File: config.mk
export PLATFORM = sky130hd
export DESIGN_NAME = instr_fetch_unit
export DESIGN_NICKNAME = d
export VERILOG_FILES = /design/src/rtl/instr_fetch_unit.sv
export SDC_FILE = /design/constraint.sdc
export NUM_CORES = 1
export LEC_CHECK = 0
export ABC_AREA = 0
export CAP_MARGIN = 20
export CORE_ASPECT_RATIO = 1.25
export CORE_MARGIN = 8
export CORE_UTILIZATION = 43
export CTS_CLUSTER_SIZE = 16
export DETAILED_ROUTE_END_ITERATION = 8
export HOLD_SLACK_MARGIN = 0.12
export MAX_ROUTING_LAYER = met4
export PLACE_DENSITY_LB_ADDON = 0.1
export RECOVER_POWER = 25
export SYNTH_ARGS = -nofsm -noshare
export SYNTH_HDL_FRONTEND = slang
export SYNTH_SLANG_ARGS = --single-unit
File: constraint.sdc
create_clock -name clock -period 2 [get_ports clock]
set_input_delay 0.2 -clock clock [delete_from_list [all_inputs] [get_ports clock]]
set_output_delay 0.2 -clock clock [all_outputs]
set_load 0.02 [all_outputs]
File: src/rtl/instr_fetch_unit.sv
// Instruction fetch unit: owns the PC, issues single-outstanding word reads and hands instructions to decode.
// Optional performance counters are enabled by defining FETCH_PERF_COUNT_EN.
module instr_fetch_unit #(
  parameter logic [15:0] RESET_PC = 16'h0000,
  parameter logic [15:0] PC_STEP  = 16'h0001
) (
  input  logic        clock,
  input  logic        reset_n,
  input  logic        enable,
  input  logic        redirect,
  input  logic [15:0] redirect_pc,
  output logic        mem_req,
  output logic [15:0] mem_addr,
  input  logic        mem_gnt,
  input  logic        mem_rvalid,
  input  logic [15:0] mem_rdata,
  output logic        instr_valid,
  output logic [15:0] instr,
  output logic [15:0] instr_pc,
  input  logic        instr_ready,
  output logic [15:0] pc
`ifdef FETCH_PERF_COUNT_EN
  ,
  output logic [15:0] fetch_count,
  output logic [15:0] stall_count
`endif
);

  // state  | meaning
  // IDLE   | no fetch in progress, waiting for enable
  // REQ    | mem_req asserted at mem_addr, waiting for mem_gnt
  // WAIT   | request granted, waiting for mem_rvalid
  // HOLD   | instruction presented to decode, waiting for instr_ready
  typedef enum logic [1:0] {S_IDLE, S_REQ, S_WAIT, S_HOLD} state_t;

  state_t      state, state_d;
  logic [15:0] pc_d, req_addr, req_addr_d, instr_d, instr_pc_d, mem_addr_d;
  logic        discard, discard_d, mem_req_d, instr_valid_d;

  always_comb begin
    state_d    = state;
    pc_d       = pc;
    req_addr_d = req_addr;
    discard_d  = discard;
    instr_d    = instr;
    instr_pc_d = instr_pc;
    case (state)
      S_IDLE: begin
        if (redirect) pc_d = redirect_pc;
        if (enable) state_d = S_REQ;
      end
      S_REQ: begin
        if (mem_gnt) begin
          state_d    = S_WAIT;
          req_addr_d = pc;
          pc_d       = pc + PC_STEP;
          if (redirect) begin
            pc_d      = redirect_pc;
            discard_d = 1'b1;
          end
        end else if (redirect) begin
          pc_d = redirect_pc;
        end
      end
      S_WAIT: begin
        if (redirect) pc_d = redirect_pc;
        // A redirect coinciding with rvalid consumes that response; waiting on would deadlock.
        if (mem_rvalid) begin
          if (discard || redirect) begin
            discard_d = 1'b0;
            state_d   = enable ? S_REQ : S_IDLE;
          end else begin
            instr_d    = mem_rdata;
            instr_pc_d = req_addr;
            state_d    = S_HOLD;
          end
        end else if (redirect) begin
          discard_d = 1'b1;
        end
      end
      S_HOLD: begin
        if (redirect) begin
          pc_d    = redirect_pc;
          state_d = enable ? S_REQ : S_IDLE;
        end else if (instr_ready) begin
          state_d = enable ? S_REQ : S_IDLE;
        end
      end
      default: state_d = S_IDLE;
    endcase
    mem_req_d     = (state_d == S_REQ);
    mem_addr_d    = (state_d == S_REQ) ? pc_d : mem_addr;
    instr_valid_d = (state_d == S_HOLD);
  end

  always_ff @(posedge clock or negedge reset_n) begin
    if (!reset_n) begin
      state       <= S_IDLE;
      pc          <= RESET_PC;
      mem_addr    <= RESET_PC;
      mem_req     <= 1'b0;
      instr_valid <= 1'b0;
      instr       <= 16'h0000;
      instr_pc    <= 16'h0000;
      req_addr    <= 16'h0000;
      discard     <= 1'b0;
    end else begin
      state       <= state_d;
      pc          <= pc_d;
      mem_addr    <= mem_addr_d;
      mem_req     <= mem_req_d;
      instr_valid <= instr_valid_d;
      instr       <= instr_d;
      instr_pc    <= instr_pc_d;
      req_addr    <= req_addr_d;
      discard     <= discard_d;
    end
  end

`ifdef FETCH_PERF_COUNT_EN
  logic stall_now;
  assign stall_now = (state == S_REQ && !mem_gnt) || (state == S_WAIT) ||
                     (state == S_HOLD && !instr_ready);

  always_ff @(posedge clock or negedge reset_n) begin
    if (!reset_n) begin
      fetch_count <= 16'h0000;
      stall_count <= 16'h0000;
    end else begin
      if (instr_valid && instr_ready) fetch_count <= fetch_count + 16'h0001;
      if (stall_now) stall_count <= stall_count + 16'h0001;
    end
  end
`endif

endmodule

==> impl_metrics.toml <==
[worst_setup_path]
path_cells = "buf_4 > nand4b_1 > or3_1 > xor2_1 > o21ai_0 > mux2_4"
reg2reg_slack_ns = 0.1
cp_slowest_cell = "dfrtp_2"
crit_family = "simple AND/OR/NAND/NOR gates"
crit_buf_inv = 1
cp-start-kind = "flop"
path_max_fanout = 7
crit_type = "reg2reg"
crit_required_ns = 2.24
endpoint_kind = "flop"
slowest_delay_ns = 0.45
arrival_ns = 2.14

[sta]
hold_violations = 0
relSlewSlack = 0.174
min_period_ns = 1.90
fin_tns_setup_ns = 0
maxSlewViolCount = 0
max_freq_ghz = 0.525
worstMarginPinSlew_ns = 1.24
holdWs_ns = 0.439
finClkSkew_ns = 0.0113
finalSetupViolations = 0
post-route-period-util = 0.952

[die]
die_h_um = 119
start_util = 0.445
core-area_um2 = 8240
num_io_pins = 105
rows = 37
die_x_um = 98.6
die_area_um2 = 11800

[global_route]
antenna_found_initial = 0
grtUsageMet3 = 0.0425
grt-busiest-layer = "met2"
grt_max_degree = 50
grtUsageMet2 = 0.262
grt_overflow = 0
grt_pass1_wl_um = 15100
grt_pass1_vias = 2910
grtUsageTotal = 0.167
grt_use_met1 = 0.202

[route]
drtIter0Drc = 98
first_pass_iters = 4
via_per_inst = 5.02
final_antenna_net_count = 0
num_vias = 2599
routed_wl_um = 8940
wire_per_inst_um = 17.3
drcViolationCount = 0

[yosys]
synth_top_area_frac = 0.580
ys_ff_latch = 85
ys.flop_type = "dfrtp_1"
syn_avg_cell_area_um2 = 13.4
yosysSeqAreaShare = 0.580
yosys_warnings = 0
ys_types = 44
syn_inst = 273
yosysMostFrequentCell = "dfrtp_1"
syn-cell-area_um2 = 3670
synth_edf_count = 0
async_flop_share = 1.00
syn-num-nets = 313
synth_area_leader_cell = "dfrtp_1"
synth.area.top_cells = "dfrtp_1 58%, mux2_2 15%, mux2_4 3.7%, mux2i_1 2.7%, nand2_1 2.3%"
synth_commonest_cells = "85 x dfrtp_1, 49 x mux2_2, 22 x nand2_1"

[cts]
clkSinkCount = 85
cts_tree = "yes"
cts.clk_slew.worst_paths_ns = 0.08
clkLatencyLatePin_ns = 0.35
numCtsBuffers = 9
cts_root_buf = "clkbuf_8"
htreeDepth = 3
clk_path_buf_depth = 2
post_cts_buffers = 0

[job]
drv_cap = 0

[final_layout]
drive_gt1_frac = 0.295
n_antenna_cell = 0
layout.cells.non_filler = 518
final_nets = 456
num-fill-cells = 664
syn2layout_area_growth_pct = 45.4

[placement]
dpl.cell_count = 501
dp_hpwl_um = 6830
globalplace.congestion = 0.933
numPortBuffers = 104

[power_and_ir_drop]
p_leak_nw = 2.40
power_density_nw_per_um2 = 1370
ir_drop_v = 0.000725

[min_path]
hold_path.class = "in2reg"

[status]
status = "finished, final reports clean"
[power by group]
part	leakage [nW]	switching, mW	internal [mW]
clock	0.0964	0.580	0.608
combinational	1.24	1.51	1.83
sequential	1.07	0.391	2.40
[path summary, 6_finish.rpt]
kind,startpoint,to,cells past startpoint
worst max-delay path,state[0],mem_addr[6],6
worst min-delay path,redirect_pc[3],pc[3],3
worst min register to register,mem_addr[9],mem_addr[9],2
max in group asynchronous,reset_n,state[0],2
min in group asynchronous,reset_n,pc[8],2
worst max register to register,state[0],mem_addr[6],6
[cell usage in the layout, fill, tap and decap left out, drive strengths merged, types with 2 or more instances in the layout]
cell type / n
o21ai: 13
clkinv: 2
a21boi: 2
nand3: 4
nand3b: 2
mux2: 58
clkdlybuf4s50: 103
xnor2: 5
buf: 40
nor4: 4
nor3: 5
nand4: 3
o31ai: 4
a21oi: 3
inv: 7
nor2b: 4
mux2i: 10
clkbuf: 13
xor2: 4
dfrtp: 85
nand2: 22
nor2: 9
[metrics by stage]
step	cell area [um^2]	util	worst slack, ns	total power [mW]
2_1_floorplan	3670	-	0.0953	4.54
3_3_place_gp	5100	0.619	-0.0924	6.11
3_5_place_dp	5100	0.619	-0.131	6.17
4_1_cts	5310	0.644	0.0742	7.40
5_1_grt	5330	0.647	-0.0207	7.75
6_report	5330	0.647	0.0960	7.31
[worst min-delay path, cell delays in order]
cell and delay (ns):
clkdlybuf4s50_1 0.39, nand2_1 0.06, o21ai_0 0.09
[final cells by class]
cell class,count,area [um^2],area share
well taps,97,121,0.0228
repair buffers,145,1400,0.262
clock inverters,4,47.5,0.00892
flip-flops and latches,85,2130,0.399
multi-input cells,168,1460,0.274
inverters,7,31.3,0.00587
clock buffers,12,145,0.0272
[sequential cells by signal, summed over array words and instances, names as in the netlist]
name,flops
discard,1
mem_addr,16
req_addr,16
instr_pc,16
state,2
instr_valid,1
instr,16
mem_req,1
pc,16
[layer usage]
| metal | share of wire | vias up |
|---|---|---|
| met5 | 0 | - |
| met4 | 0.018 | 0 |
| met3 | 0.041 | 12 |
| met2 | 0.48 | 77 |
| met1 | 0.46 | 1258 |
| li1 | - | 1252 |
[repair_timing]
action / in CTS / in global routing
hold buffers: 1 / 0
endpoints found under the hold margin: 47 / 0
endpoints found under the setup margin: 0 / 15
resized for setup: 0 / 5
[kinds of logic (layout without fill, tap and decap cells)]
logic type / Yosys count / count (layout) / share of synthesized area
xor gates and xnor gates: 9 / 9 / 0.0215
adders and majority gates: 1 / 1 / 0.00341
DFF: 85 / 85 / 0.580
AOI/OAI and AO/OA: 30 / 30 / 0.0553
and+or+nand+nor: 59 / 59 / 0.0908
muxes: 69 / 69 / 0.221
buffers and inverters: 20 / 168 / 0.0280
No activity file was read; power rests on OpenSTA's default activity.
